**src/rtl/imem_loader_if.sv**
```systemverilog
// Bundle of byte-stream handshake, instruction-memory write port and status
// signals for imem_loader. The slave modport is the loader's view.
interface imem_loader_if;
    logic        start;
    logic [15:0] base_addr;
    logic        byte_valid;
    logic [7:0]  byte_data;
    logic        byte_ready;
    logic [15:0] mem_addr;
    logic [15:0] mem_data;
    logic        mem_wren;
    logic        cpu_hold;
    logic        busy;
    logic        done;
    logic        error;
    logic [15:0] loaded_count;

    modport master (
        output start, base_addr, byte_valid, byte_data,
        input  byte_ready, mem_addr, mem_data, mem_wren, cpu_hold,
               busy, done, error, loaded_count
    );

    modport slave (
        input  start, base_addr, byte_valid, byte_data,
        output byte_ready, mem_addr, mem_data, mem_wren, cpu_hold,
               busy, done, error, loaded_count
    );
endinterface

```
**src/rtl/imem_loader.sv**
```systemverilog
// Loads a length-prefixed big-endian byte image into instruction memory while holding the CPU.
// Define LOADER_CHECKSUM_EN to require a trailing checksum byte (8-bit sum of all bytes == 0).
module imem_loader (
    input  logic         clk,
    input  logic         rst,
    imem_loader_if.slave bus_io
);

    typedef enum logic [3:0] {
        S_IDLE   = 4'd0,
        S_CNT_HI = 4'd1,
        S_CNT_LO = 4'd2,
        S_DAT_HI = 4'd3,
        S_DAT_LO = 4'd4,
        S_WRITE  = 4'd5,
`ifdef LOADER_CHECKSUM_EN
        S_CHK    = 4'd6,
`endif
        S_DONE   = 4'd7,
        S_ERROR  = 4'd8
    } state_e;

`ifdef LOADER_CHECKSUM_EN
    localparam state_e END_S = S_CHK;
`else
    localparam state_e END_S = S_DONE;
`endif

    state_e      state_q, state_d;
    logic [15:0] base_q, base_d;
    logic [15:0] count_q, count_d;
    logic [15:0] idx_q, idx_d;
    logic [15:0] loaded_q, loaded_d;
    logic [7:0]  hi_q, hi_d;
    logic [15:0] addr_q, addr_d;
    logic [15:0] data_q, data_d;
    logic        ready_q, wren_q, hold_q, busy_q, done_q;
    logic        accept_s;
    logic [15:0] idx_inc_s;
`ifdef LOADER_CHECKSUM_EN
    logic [7:0]  sum_q, sum_d;
    logic        error_q;
`endif

    function automatic logic takes_byte(input state_e s);
        case (s)
            S_CNT_HI, S_CNT_LO, S_DAT_HI, S_DAT_LO: return 1'b1;
`ifdef LOADER_CHECKSUM_EN
            S_CHK:                                  return 1'b1;
`endif
            default:                                return 1'b0;
        endcase
    endfunction

    // Next-state and datapath update; a byte moves only when valid meets a ready state
    always_comb begin
        state_d   = state_q;
        base_d    = base_q;
        count_d   = count_q;
        idx_d     = idx_q;
        loaded_d  = loaded_q;
        hi_d      = hi_q;
        addr_d    = addr_q;
        data_d    = data_q;
        accept_s  = bus_io.byte_valid & ready_q;
        idx_inc_s = idx_q + 16'd1;
`ifdef LOADER_CHECKSUM_EN
        if (accept_s) begin
            sum_d = sum_q + bus_io.byte_data;
        end else begin
            sum_d = sum_q;
        end
`endif
        case (state_q)
            S_IDLE, S_DONE, S_ERROR: begin
                if (bus_io.start) begin
                    state_d  = S_CNT_HI;
                    base_d   = bus_io.base_addr;
                    idx_d    = 16'd0;
                    loaded_d = 16'd0;
`ifdef LOADER_CHECKSUM_EN
                    sum_d    = 8'd0;
`endif
                end else begin
                    state_d = state_q;
                end
            end
            S_CNT_HI: begin
                if (accept_s) begin
                    count_d[15:8] = bus_io.byte_data;
                    state_d       = S_CNT_LO;
                end else begin
                    state_d = state_q;
                end
            end
            S_CNT_LO: begin
                if (accept_s) begin
                    count_d[7:0] = bus_io.byte_data;
                    if ({count_q[15:8], bus_io.byte_data} == 16'h0000) begin
                        state_d = END_S;
                    end else begin
                        state_d = S_DAT_HI;
                    end
                end else begin
                    state_d = state_q;
                end
            end
            S_DAT_HI: begin
                if (accept_s) begin
                    hi_d    = bus_io.byte_data;
                    state_d = S_DAT_LO;
                end else begin
                    state_d = state_q;
                end
            end
            S_DAT_LO: begin
                if (accept_s) begin
                    data_d  = {hi_q, bus_io.byte_data};
                    addr_d  = base_q + idx_q;
                    state_d = S_WRITE;
                end else begin
                    state_d = state_q;
                end
            end
            S_WRITE: begin
                idx_d    = idx_inc_s;
                loaded_d = loaded_q + 16'd1;
                if (idx_inc_s == count_q) begin
                    state_d = END_S;
                end else begin
                    state_d = S_DAT_HI;
                end
            end
`ifdef LOADER_CHECKSUM_EN
            S_CHK: begin
                if (accept_s) begin
                    if (sum_d == 8'h00) begin
                        state_d = S_DONE;
                    end else begin
                        state_d = S_ERROR;
                    end
                end else begin
                    state_d = state_q;
                end
            end
`endif
            default: state_d = S_IDLE;
        endcase
    end

    // State and datapath registers
    always_ff @(posedge clk or posedge rst) begin
        if (rst) begin
            state_q  <= S_IDLE;
            base_q   <= 16'd0;
            count_q  <= 16'd0;
            idx_q    <= 16'd0;
            loaded_q <= 16'd0;
            hi_q     <= 8'd0;
            addr_q   <= 16'd0;
            data_q   <= 16'd0;
`ifdef LOADER_CHECKSUM_EN
            sum_q    <= 8'd0;
`endif
        end else begin
            state_q  <= state_d;
            base_q   <= base_d;
            count_q  <= count_d;
            idx_q    <= idx_d;
            loaded_q <= loaded_d;
            hi_q     <= hi_d;
            addr_q   <= addr_d;
            data_q   <= data_d;
`ifdef LOADER_CHECKSUM_EN
            sum_q    <= sum_d;
`endif
        end
    end

    // Status flags registered from the next state, so each tracks state_q exactly
    always_ff @(posedge clk or posedge rst) begin
        if (rst) begin
            ready_q <= 1'b0;
            wren_q  <= 1'b0;
            hold_q  <= 1'b0;
            busy_q  <= 1'b0;
            done_q  <= 1'b0;
`ifdef LOADER_CHECKSUM_EN
            error_q <= 1'b0;
`endif
        end else begin
            ready_q <= takes_byte(state_d);
            wren_q  <= (state_d == S_WRITE);
            hold_q  <= (state_d != S_IDLE) && (state_d != S_DONE);
            busy_q  <= (state_d != S_IDLE) && (state_d != S_DONE) && (state_d != S_ERROR);
            done_q  <= (state_d == S_DONE);
`ifdef LOADER_CHECKSUM_EN
            error_q <= (state_d == S_ERROR);
`endif
        end
    end

    assign bus_io.byte_ready   = ready_q;
    assign bus_io.mem_addr     = addr_q;
    assign bus_io.mem_data     = data_q;
    assign bus_io.mem_wren     = wren_q;
    assign bus_io.cpu_hold     = hold_q;
    assign bus_io.busy         = busy_q;
    assign bus_io.done         = done_q;
    assign bus_io.loaded_count = loaded_q;
`ifdef LOADER_CHECKSUM_EN
    assign bus_io.error        = error_q;
`else
    assign bus_io.error        = 1'b0;
`endif

endmodule
```
**src/flat_wrapper.sv**
```systemverilog
// flat-port wrapper written by rule: the top's interface ports become plain ports
module imem_loader_flat 
  (clk, rst, bus_io_start, bus_io_base_addr, bus_io_byte_valid, bus_io_byte_data, bus_io_byte_ready, bus_io_mem_addr, bus_io_mem_data, bus_io_mem_wren, bus_io_cpu_hold, bus_io_busy, bus_io_done, bus_io_error, bus_io_loaded_count);
  imem_loader_if bus_io_i ();
  input  logic clk;
  input  logic rst;
  input wire logic [$bits(bus_io_i.start)-1:0] bus_io_start;
  input wire logic [$bits(bus_io_i.base_addr)-1:0] bus_io_base_addr;
  input wire logic [$bits(bus_io_i.byte_valid)-1:0] bus_io_byte_valid;
  input wire logic [$bits(bus_io_i.byte_data)-1:0] bus_io_byte_data;
  output wire logic [$bits(bus_io_i.byte_ready)-1:0] bus_io_byte_ready;
  output wire logic [$bits(bus_io_i.mem_addr)-1:0] bus_io_mem_addr;
  output wire logic [$bits(bus_io_i.mem_data)-1:0] bus_io_mem_data;
  output wire logic [$bits(bus_io_i.mem_wren)-1:0] bus_io_mem_wren;
  output wire logic [$bits(bus_io_i.cpu_hold)-1:0] bus_io_cpu_hold;
  output wire logic [$bits(bus_io_i.busy)-1:0] bus_io_busy;
  output wire logic [$bits(bus_io_i.done)-1:0] bus_io_done;
  output wire logic [$bits(bus_io_i.error)-1:0] bus_io_error;
  output wire logic [$bits(bus_io_i.loaded_count)-1:0] bus_io_loaded_count;
  assign bus_io_i.start = bus_io_start;
  assign bus_io_i.base_addr = bus_io_base_addr;
  assign bus_io_i.byte_valid = bus_io_byte_valid;
  assign bus_io_i.byte_data = bus_io_byte_data;
  assign bus_io_byte_ready = bus_io_i.byte_ready;
  assign bus_io_mem_addr = bus_io_i.mem_addr;
  assign bus_io_mem_data = bus_io_i.mem_data;
  assign bus_io_mem_wren = bus_io_i.mem_wren;
  assign bus_io_cpu_hold = bus_io_i.cpu_hold;
  assign bus_io_busy = bus_io_i.busy;
  assign bus_io_done = bus_io_i.done;
  assign bus_io_error = bus_io_i.error;
  assign bus_io_loaded_count = bus_io_i.loaded_count;
  imem_loader u_core (.clk(clk), .rst(rst), .bus_io(bus_io_i));
endmodule
```
**config.mk**
```make
export PLATFORM = sky130hd
export DESIGN_NAME = imem_loader_flat
export DESIGN_NICKNAME = d
export VERILOG_FILES = /design/src/rtl/imem_loader_if.sv /design/src/rtl/imem_loader.sv /design/src/flat_wrapper.sv
export SDC_FILE = /design/constraint.sdc
export NUM_CORES = 1
export LEC_CHECK = 0
export CAP_MARGIN = 30
export CORE_ASPECT_RATIO = 1.2
export CORE_MARGIN = 3
export CORE_UTILIZATION = 50
export CTS_CLUSTER_DIAMETER = 40
export DETAILED_ROUTE_END_ITERATION = 8
export PLACE_DENSITY_LB_ADDON = 0.12
export REMOVE_ABC_BUFFERS = 1
export SLEW_MARGIN = 20
export SYNTH_ARGS = -nofsm -noshare
export SYNTH_HDL_FRONTEND = slang
export SYNTH_SLANG_ARGS = --single-unit
```
**constraint.sdc**
```tcl
create_clock -name clk -period 8.1 [get_ports clk]
set_clock_uncertainty 0.15 [all_clocks]
set_input_delay 2.43 -clock clk [delete_from_list [all_inputs] [get_ports clk]]
set_output_delay 2.43 -clock clk [all_outputs]
set_load 0.03 [all_outputs]
```
Yosys cells after proc, flatten, opt, wreduce, memory -nomap -nowiden
Cells that the tools add are included.
{ "totals": {"ff_bits": 113, "inputBits": 28, "word_cells": 61} }
{ "classes": {"addsub": 3, "eq_ne": 17, "n_mux": 12, "bitwise_logic": 1, "n_reduce_logical": 14} }
{ "op_table": {"columns": ["cell", "n"], "rows": [
  ["16-bit one-hot mux with 2 select lines", 2],
  ["16-bit by 1-bit adder with 16-bit output, second input constant", 2],
  ["4-bit by 3-bit equality test with 1-bit output, second input constant", 6],
  ["4-bit one-hot mux with 6 select lines", 1],
  ["4-bit two-way mux", 5],
  ["16-bit adder", 1],
  ["16-bit equality test", 1],
  ["4-bit by 2-bit equality test with 1-bit output, second input constant", 4],
  ["16-bit zero test", 1],
  ["16-bit two-way mux", 1],
  ["2-bit AND reduction", 6],
  ["4-bit by 1-bit equality test with 1-bit output, second input constant", 2],
  ["3-bit two-way mux", 2],
  ["4-bit equality test, second input constant", 1],
  ["4-bit zero test", 1],
  ["4-bit by 3-bit != test with 1-bit output, second input constant", 1],
  ["4-bit != test, second input constant", 1],
  ["4-bit nonzero test", 1],
  ["4-bit OR reduction", 1],
  ["3-bit OR reduction", 1],
  ["1-bit logical AND", 2],
  ["2-bit != test, second input constant", 1],
  ["2-bit nonzero test", 1],
  ["1-bit bitwise AND", 1],
  ["1-bit two-way mux", 1]
]} }

Depth between registers and ports, before layout
Gate-level depths: netlist of run 1.
{ "depth": {"word_depth": 7, "ltp_mapped": 10, "mapped_depth_nobuf": 10} }

Least setup slack after synthesis of run 1
No wires, ideal clock.
{ "synth_path": {"path_type": "in2reg", "from": "input bus_io_byte_valid", "to": "register u_core.addr_q[14], in the netlist u_core.bus_io.mem_addr[14]", "setup_time_ns": 0.135, "arrival_ns": 3.650, "required_time_ns": 7.815, "slack_ns": 4.164, "stages": 6, "path_buffers": 1, "path_cell_list": "nand2_1 -> or4_1 -> inv_1 -> clkbuf_1 -> mux2i_1 -> o21ai_0"} }
{ "synth_via": {"elab_chain_cells": 2} }
{ "synth_rtl": {"columns": ["element", "line", "text"], "rows": [
  ["start: declaration", "flat_wrapper.sv:9", "input wire logic [$bits(bus_io_i.byte_valid)-1:0] bus_io_byte_valid;"],
  ["1-bit bitwise AND", "imem_loader.sv:65", "accept_s = bus_io.byte_valid & ready_q;"],
  ["2-bit AND reduction (no source line)", null, null],
  ["end signal: assignment", "imem_loader.sv:172", "addr_q <= addr_d;"],
  ["end: declaration", "imem_loader.sv:35", "logic [15:0] addr_q, addr_d;"]
]} }
No other way between the ends.
A chain may end at the register's enable or synchronous reset.

Worst setup path after layout of run 1
Same ends and word-level chain as after synthesis.

==> flow_summary_export.csv, run 1 <==
group,metric,value,unit
logic_synthesis,synth_edf_count,0,
grt,grt_pass1_wl,22.2,mm
timing,hold_viol,0,
floorplanning,die_y,125,µm
clocking,cts_root_buf,"clkbuf_16",
floorplanning,core_area,11200,µm²
clocking,cts_tree,"yes",
grt,use_met2,0.347,
pwr,ir_worst_vdd,166,µV
timing,setup_ws,3.44,ns
timing,fin_crit_sh,0.576,
logic_synthesis,synth_top_area_cell,"dfrtp_1",
place,dp.cells,807,
timing,report.final.setup_viol,0,
clocking,ctsHoldBuffers,0,
routing,totalWireLength,13.3,mm
grt,met1_usage,0.264,
place,port_buffers,80,
logic_synthesis,synth_area,5870,µm²
logic_synthesis,yosysWarnings,0,
min_path,min_to,"u_core.bus_io.mem_data[12]",
logic_synthesis,synth_area_leaders,"dfrtp_1, mux2_2, nand2_1",
clocking,postCtsSetupRepairBufs,0,
routing,via_count,4678,
timing,max_freq,214,MHz
setup_path,critPathArrivalTime,4.78,ns
logic_synthesis,synth_area_per_cell,9.82,µm²
cells_and_area,drive_gt1_frac,0.127,
run_status,status,"finished clean",
timing,slew_violations,0,
place,dp_slack,3.00,ns
setup_path,critPathLaunchType,"primary input",
clocking,htree_levels,4,
grt,grt.busiest_layer,"met2",
min_path,holdCritPathClass,"reg2reg",
routing,drc,0,
grt,grt_antenna_before_repair,0,
setup_path,crit_slowest_cell,"inv_1",
clocking,cts_resized,0,
pwr,p_per_area,347,nW/µm²
cells_and_area,antenna_cells,0,
setup_path,end_kind,"flip-flop",
timing,maxSlewHeadroom,0.376,
setup_path,ff2ff_setup_slack,4.74,ns
logic_synthesis,synthCells,598,
grt,grt-ovfl-total,0,
clocking,clkTransAtPathRegs,0.05,ns
setup_path,cp_num_buf_inv,3,
logic_synthesis,synth.distinct_cells,55,
cells_and_area,fin_cells,841,
clocking,cts_buffer_depth,2,
grt,use_met3,0.0591,
floorplanning,die_w,105,µm
logic_synthesis,synth_seq_cells,113,
setup_path,cp_data_required_time,8.21,ns
floorplanning,rows,42,
timing,finalSetupTns,0,ns
floorplanning,dieArea,13100,µm²
timing,holdWs,0.313,ns
routing,vias_per_cell,5.56,
cells_and_area,nets,720,
grt,grt_max_degree,73,
setup_path,r2r-start,"u_core.idx_q[0]",
setup_path,worst-path-max-fanout,47,
setup_path,r2r-end,"u_core.bus_io.mem_addr[14]",
timing,rsz0062_at_grt,"no",
clocking,cts-buffers-inserted,17,
place,gp_congestion,0.859,
setup_path,worst_path_largest_cell_delay,0.55,ns
place,dp_hpwl,9.08,mm
logic_synthesis,ys_seq_area_frac,0.481,
logic_synthesis,synth_top_flop_cell,"dfrtp_1",
min_path,hp-start,"u_core.hi_q[4]",
routing,post_drt_wl_per_cell,15.8,µm
timing,layout_min_cycle_time,4.66,ns
grt,grt_pass1_vias,4639,
setup_path,worstSetupPathType,"in2reg",
clocking,clock_latency,0.41,ns
routing,ant_nets,0,
floorplanning,initial_core_util,0.522,
logic_synthesis,yosysTopAreaCellShare,0.481,
setup_path,rr_worst_depth,10,
timing,tightest_slew,0.924,ns
run,cap_violations,0,
setup_path,cp_cell_sequence,"clkdlybuf4s50_1 > nand2_1 > or4_1 > buf_4 > inv_1 > mux2i_1 > o21ai_0",
pwr,p_leak,3.27,nW
clocking,clkSinkCount,113,
grt,track_usage,0.211,
cells_and_area,syn_to_final_growth,26.0,%
logic_synthesis,synthArstFlopShare,1.00,
min_path,whs_path_depth,2,
routing,first_iter_violations,326,
routing,dr.pass1.iters,5,
setup_path,critical-path-top-delay-family,"buffers and inverters",
floorplanning,io_pins,82,
==> flip-flops by register name (all words and copies together) (netlist names) <==
| name | count |
|---|---|
| u_core.state_q | 4 |
| u_core.count_q | 16 |
| u_core.bus_io.byte_ready | 1 |
| u_core.hi_q | 8 |
| u_core.base_q | 16 |
| u_core.idx_q | 16 |
| u_core.bus_io.cpu_hold | 1 |
| u_core.bus_io.mem_wren | 1 |
| u_core.bus_io.busy | 1 |
| u_core.bus_io.mem_data | 16 |
| u_core.bus_io.loaded_count | 16 |
| u_core.bus_io.mem_addr | 16 |
| u_core.bus_io.done | 1 |
==> routing by layer <==
metal,vias to the layer above,part of all wire
met1,2261,0.44
met2,139,0.49
met5,-,0
met4,0,0.017
li1,2260,-
met3,18,0.046
==> per-stage QoR <==
stage	total power, mW	cell area (µm²)	utilization
after floorplan	1.53	5740	-
after global placement	1.80	6780	0.603
after detailed placement	1.83	6780	0.603
after CTS	2.59	7370	0.655
after global routing	2.72	7400	0.658
final	2.57	7400	0.658
==> cells in the final DEF, fill, tap and decap left out, types with 8 or more instances in the layout <==
cell,count
dfrtp_1,113
nand2_1,102
clkdlybuf4s50_1,80
o21ai_0,56
mux2_2,42
nor2_1,33
xnor2_1,21
nand3_1,18
ha_1,17
clkbuf_16,17
xor2_1,16
a21oi_1,16
nand4_1,13
inv_1,11
o31ai_1,11
nor3_1,10
mux2i_1,8
==> worst register-to-register path: stages, from the launching register on <==
cell	delay [ns]
dfrtp_1	0.47
ha_1	0.25
inv_1	0.07
fa_1	0.42
nor2b_1	0.16
o21ai_0	0.11
a21boi_0	0.35
o311ai_0	0.38
a211oi_1	0.44
mux2i_1	0.30
o21ai_0	0.11
==> how the worst max path moves through the flow <==
| stage | from | endpoint | slack [ns] | cells past startpoint |
|---|---|---|---|---|
| 3_5_place_dp | bus_io_byte_valid | u_core.bus_io.mem_addr[14] | 3.00 | 7 |
| 4_1_cts | bus_io_byte_valid | u_core.bus_io.mem_addr[14] | 3.42 | 7 |
| 6_report | bus_io_byte_valid | u_core.bus_io.mem_addr[14] | 3.44 | 7 |
| 2_1_floorplan | rst | u_core.base_q[0] | 2.53 | 1 |
| 3_3_place_gp | bus_io_byte_valid | u_core.bus_io.mem_addr[14] | 3.07 | 7 |
| 5_1_grt | bus_io_byte_valid | u_core.bus_io.mem_addr[14] | 3.28 | 7 |
==> cell families (layout without fill, tap and decap cells) <==
logic type / count (synthesis) / after routing / synth area share
other: 1 / 1 / 0.000639
AND/OR/NAND/NOR: 222 / 222 / 0.179
adder cells (fa/ha/maj): 18 / 18 / 0.0396
buffers and inverters: 42 / 131 / 0.0302
AO/OA/AOI/OAI: 113 / 113 / 0.116
multiplexers: 52 / 52 / 0.0980
flip-flops: 113 / 113 / 0.481
XOR/XNOR: 37 / 37 / 0.0552
==> where the power goes <==
group          leakage [nW]  total, mW  internal (mW)  switching (mW)
Sequential             1.46      0.911          0.749           0.161
Clock                 0.288      0.735          0.482           0.253
Combinational          1.52      0.925          0.439           0.486
Total                  3.27       2.57           1.67           0.901
==> synth_stat cells, types with 3 or more instances <==
cell / instances
nand3_1: 18
nor3_1: 10
nand2_1: 102
inv_1: 12
xnor2_1: 21
and3_1: 7
nor3b_1: 3
a21oi_1: 16
xor2_1: 16
a21o_1: 3
clkbuf_1: 25
and2_1: 5
o21ai_0: 57
mux2_2: 42
nor4_1: 6
dfrtp_1: 113
ha_1: 17
nand2b_1: 4
nor2_1: 33
a31oi_1: 5
mux2i_1: 8
nand4_1: 13
and4_1: 4
nor2b_1: 3
or2_2: 3
o31ai_1: 11
==> final cells by class <==
class	instances	area [µm²]
Clock buffer	22	484
Fill cell	925	3840
Timing Repair Buffer	87	871
Multi-Input combinational cell	443	2870
Tap cell	154	193
Inverter	12	47.5
Sequential cell	113	2830
Clock inverter	10	108
Power figures use the tool's default switching activity.
==> run 2: changes to the inputs <==
==> constraint.sdc (replaced) <==
create_clock -name clk -period 4.52 [get_ports clk]
set_clock_uncertainty 0.15 [all_clocks]
set_input_delay 1.356 -clock clk [delete_from_list [all_inputs] [get_ports clk]]
set_output_delay 1.356 -clock clk [all_outputs]
set_load 0.03 [all_outputs]
==> flow_summary_export.csv, run 2 (same netlist as run 1, synthesis figures left out) <==
group,metric,value,unit
run_status,status,"finished clean",
cells_and_area,layout_common_cells,"dfrtp_1, nand2_1, clkdlybuf4s50_1, o21ai_0, mux2_2",
setup_path,worst-path-max-fanout,9,
cells_and_area,nets,721,
floorplanning,die_w,105,µm
pwr,total_power,4.64,mW
setup_path,critical-path-top-delay-family,"simple AND/OR/NAND/NOR gates",
routing,first_iter_violations,308,
cells_and_area,fin_util,0.660,
timing,report.final.setup_viol,0,
setup_path,critPathLaunchType,"primary input",
floorplanning,io_pins,82,
timing,tightest_slew,0.924,ns
timing,setup_ws,1.30,ns
timing,layout_min_cycle_time,3.22,ns
timing,hold_viol,0,
grt,grt.busiest_layer,"met2",
routing,totalWireLength,13.0,mm
grt,use_met2,0.360,
grt,grt_pass1_wl,22.5,mm
place,dp_slack,0.881,ns
clocking,htree_levels,4,
grt,grt_max_degree,52,
setup_path,worstSetupPathType,"in2reg",
place,dp_hpwl,9.00,mm
grt,grt_antenna_before_repair,0,
floorplanning,dieArea,13100,µm²
setup_path,worst_path_largest_cell_delay,0.52,ns
grt,grt-ovfl-total,0,
timing,holdWs,0.312,ns
clocking,clock_latency,0.40,ns
clocking,cts_buffer_depth,2,
floorplanning,die_y,125,µm
setup_path,critPathArrivalTime,3.35,ns
cells_and_area,syn_to_final_growth,26.3,%
grt,track_usage,0.210,
setup_path,cp_cell_sequence,"clkdlybuf4s50_1 > nand2_1 > nor2_1 > nand3_1 > o22ai_1 > a41oi_2 > mux2_1",
clocking,ctsHoldBuffers,0,
grt,met1_usage,0.263,
cells_and_area,antenna_cells,0,
setup_path,cp_data_required_time,4.65,ns
clocking,clkSinkCount,113,
timing,max_freq,310,MHz
routing,vias_per_cell,5.52,
cells_and_area,drive_gt1_frac,0.122,
timing,fin_crit_sh,0.713,
timing,rsz0062_at_grt,"no",
cells_and_area,fin_cells,840,
place,gp_congestion,0.813,
routing,post_drt_wl_per_cell,15.5,µm
routing,via_count,4634,
clocking,cts-buffers-inserted,17,
floorplanning,initial_core_util,0.522,
clocking,cts_root_buf,"clkbuf_16",
place,port_buffers,80,
pwr,p_leak,3.28,nW
routing,drc,0,
clocking,clkTransAtPathRegs,0.05,ns
setup_path,crit_slowest_cell,"clkdlybuf4s50_1",
timing,maxSlewHeadroom,0.383,
floorplanning,rows,42,
cells_and_area,final_common_cell,"dfrtp_1",
grt,use_met3,0.0492,
timing,slew_violations,0,
clocking,cts_resized,0,
cells_and_area,stdcell_area,7420,µm²
setup_path,end_kind,"flip-flop",
pwr,ir_worst_vdd,336,µV
place,post_dp_cell_area,6810,µm²
run,cap_violations,0,
routing,dr.pass1.iters,4,
routing,ant_nets,0,
pwr,p_per_area,626,nW/µm²
floorplanning,core_area,11200,µm²
timing,finalSetupTns,0,ns
clocking,cts_tree,"yes",
grt,grt_pass1_vias,4631,
place,dp.cells,810,
min_path,holdCritPathClass,"reg2reg",
clocking,postCtsSetupRepairBufs,0,
setup_path,cp_num_buf_inv,1,
==> run 2: final cells by class <==
class                      instances  area [µm²]
sequential                       113        2830
timing repair buffer              88         873
tap                              154         193
fill                             910        3830
inverter                          12        47.5
clock buffer                      25         505
multi-input combinational        443        2870
clock inverter                     5         100
==> run 2: layer usage <==
layer / share of wire / vias up
li1: - / 2265
met1: 0.44 / 2263
met2: 0.51 / 91
met3: 0.036 / 15
met4: 0.013 / 0
met5: 0 / -
==> run 2: power breakdown <==
part           total [mW]  switching [mW]  leakage, nW  internal (mW)
sequential           1.63           0.292         1.46           1.34
clock                1.36           0.431        0.299          0.932
combinational        1.65           0.860         1.52          0.787
total                4.64            1.58         3.28           3.06
==> run 2: path summary, 6_finish.rpt <==
kind	start	endpoint	slack (ns)	cells after the start
worst max-delay path	bus_io_byte_valid	u_core.bus_io.cpu_hold	1.30	7
worst min-delay path	u_core.hi_q[7]	u_core.bus_io.mem_data[15]	0.31	2
worst max register to register	u_core.idx_q[0]	u_core.bus_io.mem_addr[14]	1.36	10
worst min register to register	u_core.hi_q[7]	u_core.bus_io.mem_data[15]	0.31	2
max in group asynchronous	rst	u_core.count_q[8]	2.31	3
min in group asynchronous	rst	u_core.bus_io.mem_data[9]	1.21	2
==> run 2: worst min-delay path, stage by stage, from the launching register on <==
cell and delay (ns):
dfrtp_1 0.34, nand2_1 0.05, nand2_1 0.05
==> run 3: changes to the inputs <==
==> constraint.sdc (replaced) <==
create_clock -name clk -period 3.2 [get_ports clk]
set_clock_uncertainty 0.15 [all_clocks]
set_input_delay 0.96 -clock clk [delete_from_list [all_inputs] [get_ports clk]]
set_output_delay 0.96 -clock clk [all_outputs]
set_load 0.03 [all_outputs]
==> flow_summary_export.csv, run 3 (same netlist as run 1, synthesis figures left out) <==
group,metric,value,unit
run_status,status,"finished clean",
floorplanning,core_area,11200,µm²
clocking,clkSinkCount,113,
timing,holdWs,0.312,ns
pwr,p_per_area,869,nW/µm²
timing,hold_viol,0,
routing,vias_per_cell,5.50,
place,port_buffers,80,
cells_and_area,final_common_cell,"dfrtp_1",
place,gp_congestion,0.884,
grt,grt-ovfl-total,0,
clocking,cts_tree,"yes",
min_path,holdCritPathClass,"reg2reg",
floorplanning,initial_core_util,0.522,
clocking,clkTransAtPathRegs,0.05,ns
clocking,htree_levels,4,
floorplanning,rows,42,
routing,ant_nets,0,
place,dp_hpwl,9.31,mm
timing,max_freq,337,MHz
setup_path,worstSetupPathType,"reg2reg",
routing,via_count,4717,
setup_path,critPathLaunchType,"flip-flop",
floorplanning,die_y,125,µm
cells_and_area,fillers,924,
routing,post_drt_wl_per_cell,15.4,µm
routing,totalWireLength,13.2,mm
setup_path,worst-path-max-fanout,11,
routing,dr.pass1.iters,5,
setup_path,cp_data_required_time,3.39,ns
timing,setup_ws,0.231,ns
timing,report.final.setup_viol,0,
timing,tightest_slew,0.637,ns
cells_and_area,layout_common_cells,"dfrtp_1, nand2_1, clkdlybuf4s50_1, o21ai_0, mux2_2",
setup_path,end_kind,"flip-flop",
pwr,p_leak,3.37,nW
cells_and_area,nets,737,
run,cap_violations,0,
grt,grt_pass1_vias,4620,
cells_and_area,syn_to_final_growth,28.5,%
timing,layout_min_cycle_time,2.97,ns
timing,slew_violations,0,
grt,track_usage,0.209,
routing,first_iter_violations,260,
grt,grt_max_degree,49,
floorplanning,die_w,105,µm
clocking,cts_root_buf,"clkbuf_16",
cells_and_area,antenna_cells,0,
clocking,clock_latency,0.41,ns
timing,fin_crit_sh,0.928,
pwr,ir_worst_vdd,506,µV
cells_and_area,multi_input_area,2880,µm²
place,dp_slack,0.155,ns
clocking,cts-buffers-inserted,17,
routing,drc,0,
clocking,postCtsSetupRepairBufs,0,
clocking,cts_buffer_depth,2,
setup_path,critPathArrivalTime,3.16,ns
timing,maxSlewHeadroom,0.575,
cells_and_area,drive_gt1_frac,0.148,
floorplanning,io_pins,82,
timing,rsz0062_at_grt,"no",
floorplanning,dieArea,13100,µm²
grt,grt_antenna_before_repair,0,
cells_and_area,seqCellArea,2830,µm²
grt,grt_pass1_wl,22.4,mm
-- run 3: changes by cell type in the layout (fill, tap and decap cells not counted), moves of 2 or more --
cell	change
buf_4	+14
clkinv_2	+5
clkbuf_8	-4
buf_12	+2
clkinvlp_4	+2
-- run 3: repair_timing --
item | in CTS | in global routing
setup endpoints to repair | 0 | 1
gates resized for setup | 0 | 2
hold buffers | 0 | 0
-- run 3: per-stage QoR --
step	util	cell area [µm²]	TNS (ns)	std cells	power (mW)
final	0.671	7550	0	858	6.56
after global routing	0.671	7550	0	858	6.95
after CTS	0.670	7540	0	857	6.60
after detailed placement	0.618	6950	0	825	4.68
after global placement	0.618	6950	0	825	4.60
after floorplan	-	5740	-109.50	568	3.87
-- run 3: path summary, 6_finish.rpt --
check / from / end / slack (ns) / cells past startpoint
max in group asynchronous: rst / u_core.bus_io.loaded_count[5] / 1.46 / 3
min in group asynchronous: rst / u_core.bus_io.mem_wren / 0.83 / 2
min: u_core.hi_q[2] / u_core.bus_io.mem_data[10] / 0.31 / 2
min reg2reg: u_core.hi_q[2] / u_core.bus_io.mem_data[10] / 0.31 / 2
max reg2reg: u_core.idx_q[2] / u_core.bus_io.mem_addr[15] / 0.23 / 8
max: u_core.idx_q[2] / u_core.bus_io.mem_addr[15] / 0.23 / 8
-- run 3: worst max-delay path, stage by stage (launching register included) --
cell	delay (ns)
dfrtp_1	0.48
ha_1	0.40
o21ai_0	0.13
o21ai_0	0.38
a311oi_1	0.21
o41ai_1	0.61
a21oi_1	0.21
mux2i_1	0.20
o21a_1	0.14
-- run 3: report_power, final --
group	internal, mW	leakage (nW)	switching (mW)
registers	1.90	1.46	0.396
logic	1.15	1.62	1.24
clock network	1.23	0.289	0.639
total	4.28	3.37	2.28
-- run 3: final cells by class --
class	instances	area share
inverter	12	0.00630
multi-input combinational	443	0.381
clock buffer	20	0.0592
sequential	113	0.375
clock inverter	12	0.0186
timing repair buffer	104	0.135
tap	154	0.0255
-- run 3: layer usage --
layer,up-vias,part of all wire,global-route usage
met4,0,0.012,0.0649
met5,-,0,0
met3,18,0.042,0.0477
met1,2285,0.45,0.271
li1,2310,-,-
met2,104,0.50,0.349
